`config.mk`:
```
export PLATFORM = sky130hd
export DESIGN_NAME = usb_rx_decoder_flat
export DESIGN_NICKNAME = d
export VERILOG_FILES = /design/src/rtl/usb_rx_decoder_if.sv /design/src/rtl/usb_rx_decoder.sv /design/src/flat_wrapper.sv
export SDC_FILE = /design/constraint.sdc
export NUM_CORES = 1
export LEC_CHECK = 0
export ABC_CLOCK_PERIOD_IN_PS = 2000
export CAP_MARGIN = 25
export CORE_MARGIN = 2
export CORE_UTILIZATION = 52
export DETAILED_ROUTE_END_ITERATION = 12
export PLACE_DENSITY = 0.75
export REMOVE_ABC_BUFFERS = 1
export SYNTH_ARGS = -nofsm -noshare
export SYNTH_HDL_FRONTEND = slang
export SYNTH_SLANG_ARGS = --single-unit
```
`constraint.sdc`:
```
create_clock -name clk -period 2 [get_ports clk]
set_input_delay 0.2 -clock clk [delete_from_list [all_inputs] [get_ports clk]]
set_output_delay 0.2 -clock clk [all_outputs]
set_load 0.02 [all_outputs]
```
`src/rtl/usb_rx_decoder_if.sv`:
```
// USB receive-side signal bundle: raw D+/D- lines in, decoded byte stream and status strobes out.
interface usb_rx_decoder_if;
    logic       d_plus_in;
    logic       d_minus_in;
    logic [7:0] rx_data;
    logic       rx_valid;
    logic       rx_active;
    logic       rx_eop;
    logic       rx_error;

    modport master (
        input  d_plus_in, d_minus_in,
        output rx_data, rx_valid, rx_active, rx_eop, rx_error
    );

    modport slave (
        output d_plus_in, d_minus_in,
        input  rx_data, rx_valid, rx_active, rx_eop, rx_error
    );
endinterface

```
`src/rtl/usb_rx_decoder.sv`:
```
// USB full-speed style receive decoder: line sync, bit timing, NRZI decode, SYNC match,
// bit unstuffing, byte assembly and EOP/error detection with one-cycle status strobes.
module usb_rx_decoder #(
    parameter int CLKS_PER_BIT = 8,
    parameter int SAMPLE_POINT = 3
) (
    input  logic             clk,
    input  logic             rst,
    usb_rx_decoder_if.master bus
);
    localparam int TW = (CLKS_PER_BIT > 1) ? $clog2(CLKS_PER_BIT) : 1;
    localparam logic [TW-1:0] T_LAST = TW'(CLKS_PER_BIT - 1);
    localparam logic [TW-1:0] T_SMP  = TW'(SAMPLE_POINT);

    typedef enum logic [2:0] {IDLE, SYNC, RECEIVE, EOP, ERR_WAIT} state_t;

    state_t          state;
    logic            dp_p0, dp_p1, dp_p2;
    logic            dm_p0, dm_p1;
    logic [TW-1:0]   timer;
    logic            prev_lvl;
    logic [2:0]      sync_cnt;
    logic [2:0]      bit_cnt;
    logic [2:0]      ones_cnt;
    logic [2:0]      j_cnt;
    logic            se0_two;
    logic            se0_seen;
    logic [6:0]      shreg;
    logic [7:0]      rx_data_q;
    logic            rx_valid_q, rx_active_q, rx_eop_q, rx_error_q;

    logic line_j, line_k, line_se0, line_se1, line_jk;
    logic sample, dbit, edge_dp, fault;

    // Stage p0/p1: two-flop synchronizer; p2 holds the previous synced D+ for edge detection.
    always_ff @(posedge clk) begin
        if (rst) begin
            dp_p0 <= 1'b1;
            dp_p1 <= 1'b1;
            dp_p2 <= 1'b1;
            dm_p0 <= 1'b0;
            dm_p1 <= 1'b0;
        end else begin
            dp_p0 <= bus.d_plus_in;
            dp_p1 <= dp_p0;
            dp_p2 <= dp_p1;
            dm_p0 <= bus.d_minus_in;
            dm_p1 <= dm_p0;
        end
    end

    always_comb begin
        line_j   = dp_p1 & ~dm_p1;
        line_k   = ~dp_p1 & dm_p1;
        line_se0 = ~dp_p1 & ~dm_p1;
        line_se1 = dp_p1 & dm_p1;
        line_jk  = line_j | line_k;
        edge_dp  = dp_p1 ^ dp_p2;
        sample   = (state != IDLE) && (timer == T_SMP);
        dbit     = (dp_p1 == prev_lvl);
        fault    = 1'b0;
        if (sample) begin
            case (state)
                SYNC:    fault = line_se1 | line_se0 | (dbit != (sync_cnt == 3'd7));
                RECEIVE: fault = line_se1 | (line_se0 && bit_cnt != 3'd0)
                               | (line_jk && ones_cnt == 3'd6 && dbit);
                EOP:     fault = line_se1 | line_k | (line_se0 && se0_two)
                               | (line_j && !se0_two);
                default: fault = 1'b0;
            endcase
        end
    end

    // Stage p1 -> outputs: receive FSM with registered strobes.
    always_ff @(posedge clk) begin
        if (rst) begin
            state       <= IDLE;
            timer       <= '0;
            prev_lvl    <= 1'b1;
            sync_cnt    <= '0;
            bit_cnt     <= '0;
            ones_cnt    <= '0;
            j_cnt       <= '0;
            se0_two     <= 1'b0;
            se0_seen    <= 1'b0;
            shreg       <= '0;
            rx_data_q   <= '0;
            rx_valid_q  <= 1'b0;
            rx_active_q <= 1'b0;
            rx_eop_q    <= 1'b0;
            rx_error_q  <= 1'b0;
        end else begin
            rx_valid_q <= 1'b0;
            rx_eop_q   <= 1'b0;
            rx_error_q <= 1'b0;
            if (edge_dp || timer == T_LAST)
                timer <= '0;
            else
                timer <= timer + 1'b1;

            if (fault) begin
                state       <= ERR_WAIT;
                rx_error_q  <= 1'b1;
                rx_active_q <= 1'b0;
                j_cnt       <= '0;
                se0_seen    <= 1'b0;
            end else begin
                case (state)
                    IDLE: begin
                        timer    <= '0;
                        prev_lvl <= 1'b1;
                        if (line_k) begin
                            state    <= SYNC;
                            sync_cnt <= '0;
                        end
                    end
                    SYNC: if (sample) begin
                        prev_lvl <= dp_p1;
                        sync_cnt <= sync_cnt + 3'd1;
                        if (sync_cnt == 3'd7) begin
                            state       <= RECEIVE;
                            rx_active_q <= 1'b1;
                            ones_cnt    <= 3'd1;
                            bit_cnt     <= '0;
                        end
                    end
                    RECEIVE: if (sample) begin
                        if (line_se0) begin
                            state   <= EOP;
                            se0_two <= 1'b0;
                        end else begin
                            prev_lvl <= dp_p1;
                            // Six ones in a row: this bit is a stuffed 0 and carries no data.
                            if (ones_cnt == 3'd6) begin
                                ones_cnt <= '0;
                            end else begin
                                ones_cnt <= dbit ? ones_cnt + 3'd1 : 3'd0;
                                shreg    <= {dbit, shreg[6:1]};
                                bit_cnt  <= bit_cnt + 3'd1;
                                if (bit_cnt == 3'd7) begin
                                    rx_data_q  <= {dbit, shreg};
                                    rx_valid_q <= 1'b1;
                                end
                            end
                        end
                    end
                    EOP: if (sample) begin
                        if (line_se0) begin
                            se0_two <= 1'b1;
                        end else begin
                            state       <= IDLE;
                            rx_eop_q    <= 1'b1;
                            rx_active_q <= 1'b0;
                            prev_lvl    <= 1'b1;
                            timer       <= '0;
                        end
                    end
                    ERR_WAIT: if (sample) begin
                        if (line_j) begin
                            if (se0_seen || j_cnt == 3'd7) begin
                                state    <= IDLE;
                                prev_lvl <= 1'b1;
                                timer    <= '0;
                            end else begin
                                j_cnt <= j_cnt + 3'd1;
                            end
                        end else begin
                            se0_seen <= line_se0;
                            j_cnt    <= '0;
                        end
                    end
                    default: state <= IDLE;
                endcase
            end
        end
    end

    assign bus.rx_data   = rx_data_q;
    assign bus.rx_valid  = rx_valid_q;
    assign bus.rx_active = rx_active_q;
    assign bus.rx_eop    = rx_eop_q;
    assign bus.rx_error  = rx_error_q;
endmodule

```
`src/flat_wrapper.sv`:
```
// flat-port wrapper written by rule: the top's interface ports become plain ports
module usb_rx_decoder_flat 
#(
    parameter int CLKS_PER_BIT = 8,
    parameter int SAMPLE_POINT = 3
)
  (clk, rst, bus_d_plus_in, bus_d_minus_in, bus_rx_data, bus_rx_valid, bus_rx_active, bus_rx_eop, bus_rx_error);
  usb_rx_decoder_if bus_i ();
  input  logic clk;
  input  logic rst;
  input wire logic [$bits(bus_i.d_plus_in)-1:0] bus_d_plus_in;
  input wire logic [$bits(bus_i.d_minus_in)-1:0] bus_d_minus_in;
  output wire logic [$bits(bus_i.rx_data)-1:0] bus_rx_data;
  output wire logic [$bits(bus_i.rx_valid)-1:0] bus_rx_valid;
  output wire logic [$bits(bus_i.rx_active)-1:0] bus_rx_active;
  output wire logic [$bits(bus_i.rx_eop)-1:0] bus_rx_eop;
  output wire logic [$bits(bus_i.rx_error)-1:0] bus_rx_error;
  assign bus_i.d_plus_in = bus_d_plus_in;
  assign bus_i.d_minus_in = bus_d_minus_in;
  assign bus_rx_data = bus_i.rx_data;
  assign bus_rx_valid = bus_i.rx_valid;
  assign bus_rx_active = bus_i.rx_active;
  assign bus_rx_eop = bus_i.rx_eop;
  assign bus_rx_error = bus_i.rx_error;
  usb_rx_decoder #(.CLKS_PER_BIT(CLKS_PER_BIT), .SAMPLE_POINT(SAMPLE_POINT)) u_core (.clk(clk), .rst(rst), .bus(bus_i));
endmodule
```
[After elaboration in Yosys (flattened, before gate mapping)]
Index checks and enable logic that the tools add are counted.
Storage, ports and cells
  bits in registers: 45
  input bits: 4
  output and inout port bits: 12
Cells by class
  add/sub/neg operators: 5
  equality and inequality tests: 36
  muxes and demuxes: 62
  bitwise logic cells: 22
  reduce and logical (&&, ||, !) cells: 32
Operator list (count)
  two-way mux 3 bit: 33
  AND reduction 10 bit: 3
  != test 3 x 1 -> 1 bit, second input constant: 9
  two-way mux 1 bit: 20
  != test 2 x 1 -> 1 bit, second input constant: 10
  == test 3 bit, second input constant: 6
  one-hot mux 3 bit (2 select lines): 3
  AND reduction 6 bit: 3
  adder 3 x 1 -> 3 bit, second input constant: 5
  one-hot mux 3 bit (5 select lines): 1
  AND reduction 5 bit: 2
  == test 3 x 2 -> 1 bit, second input constant: 3
  NOT 1 bit: 9
  one-hot mux 3 bit (3 select lines): 1
  != test 2 bit, second input constant: 4
  bitwise OR 1 bit: 8
  nonzero test 2 bit: 4
  AND reduction 7 bit: 1
  logical AND 1 bit: 6
  AND reduction 3 bit: 2
  nonzero test 3 bit: 2
  OR reduction 6 bit: 1
  one-hot mux 1 bit (5 select lines): 1
  nonzero test 5 bit: 1
  14 further kinds: 19

[Logic depth before layout (Yosys ltp)]
  word-level depth: 10
  gate-level depth with buffers: 10

[Least setup slack after synthesis]
OpenSTA, ideal clock, no wires.
  kind: register to register
  start: reg u_core.dp_p1
  end: reg u_core.rx_data_q[0] (netlist: u_core.bus.rx_data[0])
  data arrival time: 2.088 ns
  required time: 1.872 ns
  path slack: -0.215 ns
  cell stages (with the launch flop): 10
  buffers on the path: 1
  period minus slack after synthesis: 2.215 ns
  cells stage by stage: dfxtp_1 > inv_1 > ha_1 > clkbuf_1 > mux2i_1 > a31o_1 > a31oi_1 > nor4_4 > mux2i_1 > nor2_1
On the way
  longest elaborated chain between the ends: 10
  elaborated cells on any way between the ends: 25
  those cells by class: 2 x eq/ne; 2 x mux; 15 x bitwise; 6 x reduce/logical
Ends and longest elaborated chain
  start: declaration: RTL line usb_rx_decoder.sv:18  | logic dp_p0, dp_p1, dp_p2;
  start signal: assignment: RTL line usb_rx_decoder.sv:45  | dp_p1 <= dp_p0;
  NOT 1 bit: RTL line usb_rx_decoder.sv:54, usb_rx_decoder.sv:55
  AND 1 bit: RTL line usb_rx_decoder.sv:54  | line_k = ~dp_p1 & dm_p1;
  bitwise OR 1 bit: RTL line usb_rx_decoder.sv:57  | line_jk = line_j | line_k;
  logical AND 1 bit (2 in series): RTL line usb_rx_decoder.sv:66  | | (line_jk && ones_cnt == 3'd6 && dbit);
  bitwise OR 1 bit: RTL line usb_rx_decoder.sv:66
  one-hot mux 1 bit (3 select lines): RTL line usb_rx_decoder.sv:63  | case (state)
  two-way mux 1 bit: RTL line usb_rx_decoder.sv:62  | if (sample) begin
  NOT 1 bit (no line)
  AND reduction 6 bit (no line) *
  end signal: assignment: RTL line usb_rx_decoder.sv:141  | rx_data_q <= {dbit, shreg};
  end: declaration: RTL line usb_rx_decoder.sv:29  | logic [7:0] rx_data_q;
Every way passes the cells marked *; elsewhere a longest branch is shown, timed or not.
A chain may end at the register's enable or synchronous reset.

[Worst setup path in the final report]
  start: reg u_core.sync_cnt[0]
  end: reg u_core.se0_two
On the way
  longest elaborated chain between the ends: 7
Ends and longest elaborated chain
  start: declaration: RTL line usb_rx_decoder.sv:22  | logic [2:0] sync_cnt;
  start signal: assignment: RTL line usb_rx_decoder.sv:119  | sync_cnt <= sync_cnt + 3'd1;
  == test 3 bit: RTL line usb_rx_decoder.sv:64  | SYNC: fault = line_se1 | line_se0 | (dbit != (sync_cnt == 3'd7));
  != test 1 bit: RTL line usb_rx_decoder.sv:64
  bitwise OR 1 bit: RTL line usb_rx_decoder.sv:64
  one-hot mux 1 bit (3 select lines): RTL line usb_rx_decoder.sv:63
  two-way mux 1 bit: RTL line usb_rx_decoder.sv:62
  NOT 1 bit (no line)
  AND reduction 6 bit (no line)
  end signal: assignment: RTL line usb_rx_decoder.sv:84  | se0_two <= 1'b0;
  end signal: assignment: RTL line usb_rx_decoder.sv:130  | se0_two <= 1'b0;
  end signal: assignment: RTL line usb_rx_decoder.sv:149  | se0_two <= 1'b1;
  end: declaration: RTL line usb_rx_decoder.sv:26  | logic se0_two;
Every way passes these cells.

==> key figures <==
Detailed routing
  • DR vias: 2043
  • Routed WL: 5480 microns
  • Drt via density: 5.69
  • Final ANT Viol Nets: 0
  • Average routed wire per standard cell: 15.3 microns
  • DR pass1 iterations: 4
  • DRC violations left: 0
  • DRT iter0 DRCs: 236

Hold path
  • HP Class: reg2reg
  • Hold Crit Depth: 1
  • Hold path start: u_core.dp_p0
  • Worst Hold End: u_core.dp_p1

Placement
  • Routability cong.: 0.924
  • I/O Buffers: 15
  • Post-detail-place hpwl: 3470 microns

Logic synthesis
  • Syn Std Cell Area: 0.00229 sq mm
  • Yosys warnings: 0
  • Syn Inst Count: 253
  • Top cells by area, synth: dfxtp_1 39%, mux2i_1 10%, ha_1 9.3%
  • Yosys top cell by area: dfxtp_1
  • Main flop type after synthesis: dfxtp_1
  • Syn Area/Cell: 9.04 sq um
  • Number of synthesized flops with an enable pin: 0
  • Commonest cells in the netlist: 45 x dfxtp_1, 39 x nor2_1, 23 x mux2i_1, 17 x ha_1, 12 x a21oi_1
  • Asr flop ratio synth: 0
  • Most frequent cell after synthesis: dfxtp_1
  • Yosys top cell area share: 0.394
  • FF+latch count, synth: 45
  • Yosys cell types: 50
  • Seq/Total Area, Yosys: 0.394

Worst setup path
  • FF-to-FF Start: u_core.sync_cnt[0]
  • CP startpoint kind: flip-flop
  • R2R depth: 7
  • R2r setup slk: -10 ps
  • Crit end category: flip-flop
  • Max FO, Critical Path: 5
  • Worst EP arrival: 2210 ps
  • Crit path kind: reg2reg
  • R2r endpoint: u_core.se0_two
  • Worst Path Required: 2200 ps

Timing
  • Slew at the pin closest to its max-slew limit: 496 ps
  • Final Cycle Share: 1.01
  • Unrepaired setup endpoints after global routing: yes
  • Final setup violation count: 1
  • Hold Vio Cnt, Final: 0
  • Clk_skew: 9.45 ps
  • Min Tclk post-route: 2010 ps
  • Hold WS: 422 ps
  • Max Slew Vio Count: 0
  • Worst slew margin: 0.668
  • Fmax achieved: 496 MHz
  • Fin worst setup slack: -14.3 ps

Clocking
  • # clock sinks: 45
  • Clock-pin slew on the worst setup and hold paths: 90 ps
  • CTS tree: done
  • Clk_lat worst skew: 310 ps
  • Clock tree buffer depth: 2
  • Root Buffer Master: clkbuf_8
  • Cts bufs inserted: 5
  • H-tree levels: 2

Flow run
  • Max-cap violations: 0

GRT
  • GRT overflow: 0
  • Largest net degree at the start of global routing: 17
  • First-pass GRT wire length: 8360 microns
  • Vias in the first global route: 1854
  • GRT Util Overall: 0.210
  • Number of antenna violations at the first check in global routing: 0

Finish
  • Diodes inserted: 0
  • Fillers: 299
  • Layout cell share with drive strength beyond 1: 0.313
  • Final core utilization: 0.723
  • Area growth from synthesis to layout: 35.7%
  • Layout Nets: 327

Floorplanning
  • Initial core utilization: 0.533
  • Io pins: 16
  • Die area: 0.00494 sq mm
  • Row Count: 24
  • Die H: 70.3 microns
  • Core ar.: 0.00429 sq mm
  • DIE WIDTH: 70.3 microns

Power
  • Power per Cell Area: 599 mW/mm^2
  • Max VDD drop: 0.000490 V
  • Pleak: 1.22 nW
  • Pwr Total: 1.86 mW

Status
  • Status: finished, violations left
  • Failing checks: setup timing
registers in the layout, indices dropped and copies added (netlist names), 3 cells and up:
signal / cells
u_core.shreg: 7
u_core.sync_cnt: 3
u_core.j_cnt: 3
u_core.state: 3
u_core.timer: 3
u_core.ones_cnt: 3
u_core.bit_cnt: 3
u_core.bus.rx_data: 8
worst max path at each step:
stage | start | endpoint | slack [ps]
floorplan | u_core.timer[0] | u_core.se0_two | -150
global placement | u_core.sync_cnt[0] | u_core.bus.rx_data[6] | -220
detailed placement | u_core.sync_cnt[0] | u_core.bus.rx_data[5] | -290
CTS | u_core.sync_cnt[0] | u_core.ones_cnt[0] | -30
global route | u_core.dp_p1 | u_core.bus.rx_eop | -110
finish | u_core.sync_cnt[0] | u_core.se0_two | -10
layout by cell type (no fill, tap or decap), types with 2 or more instances in the layout:
master           netlist  routed
mux2i_1               23      23
a21boi_0               2       2
nor4_1                 3       3
dfxtp_1               45      38
or2_2                  4       3
nor3_1                 3       2
nand4_1                4       4
inv_1                 11       8
nand2b_1              11      11
o21ai_0                5       4
xnor2_4                0       2
nand3b_1               2       2
o21ai_1                2       2
ha_2                   0       2
or2_4                  0       2
a31oi_1                4       3
and3_1                 2       2
a21oi_1               12      12
ha_4                   0       7
clkdlybuf4s50_1        0      15
a22oi_1                2       2
o22ai_1                4       3
nor4_4                 1       2
nor2_1                39      38
nand3_1                3       3
a211oi_1               2       2
nand2_1               11      10
nand2_2                1       2
nor2b_1                4       4
inv_2                  2       4
clkinv_4               0       2
dfxtp_2                0       6
ha_1                  17       8
buf_12                 0       2
a21o_1                 2       2
clkbuf_8               0       5
buf_4                  0      40
metal layers:
metal | global-route usage | wire, microns | vias up | part of all wire
met5 | 0 | 0 | - | 0
met4 | 0.0897 | 182 | 0 | 0.033
met3 | 0.0447 | 284 | 16 | 0.052
met2 | 0.347 | 2680 | 73 | 0.49
met1 | 0.262 | 2330 | 966 | 0.43
li1 | - | - | 988 | -
worst max-delay path, stage by stage, from the launching register on:
cell and delay [ps]:
dfxtp_2 350, ha_4 160, ha_4 170, xnor2_4 150
a211oi_4 490, or2_4 240, nor3_2 40, mux2_4 300
cell type report:
| type | count | area (sq um) | share of cell area |
|---|---|---|---|
| sequential | 45 | 912 | 0.294 |
| timing repair buffer | 58 | 502 | 0.162 |
| clock buffer | 5 | 68.8 | 0.0222 |
| multi-input combinational | 183 | 1480 | 0.476 |
| inverter | 13 | 52.6 | 0.0169 |
| tap | 52 | 65.1 | 0.0210 |
| clock inverter | 3 | 26.3 | 0.00847 |
stage by stage:
stage / std cells / cell area (sq um) / setup WS, ps / setup TNS (ps)
CTS: 357 / 2950 / -27.3 / -45.0
floorplan: 241 / 2230 / -153 / -2910
global route: 359 / 3100 / -111 / -1750
detailed placement: 347 / 2750 / -288 / -6540
finish: 359 / 3100 / -14.3 / -14.3
global placement: 347 / 2750 / -220 / -4150
power by group:
group          switching (mW)  total [mW]  internal (mW)  leakage, nW
combinational           0.195       0.340          0.145        0.800
clock                   0.329       0.584          0.254       0.0487
sequential             0.0212       0.933          0.912        0.366
cell families after synthesis:
logic type / after synthesis / synth area share
compound gates: 44 / 0.129
mux: 24 / 0.106
fa+ha+maj: 17 / 0.0930
simple gates: 96 / 0.222
xor+xnor: 2 / 0.0109
buf+inv: 25 / 0.0454
flops: 45 / 0.394
repair_timing:
action,4_1_cts,5_1_grt
pin swaps,7,12
setup endpoints to repair,40,34
setup buffers,2,2
resized for setup,18,27
hold buffers,0,0
No activity file was read; power rests on OpenSTA's default activity.
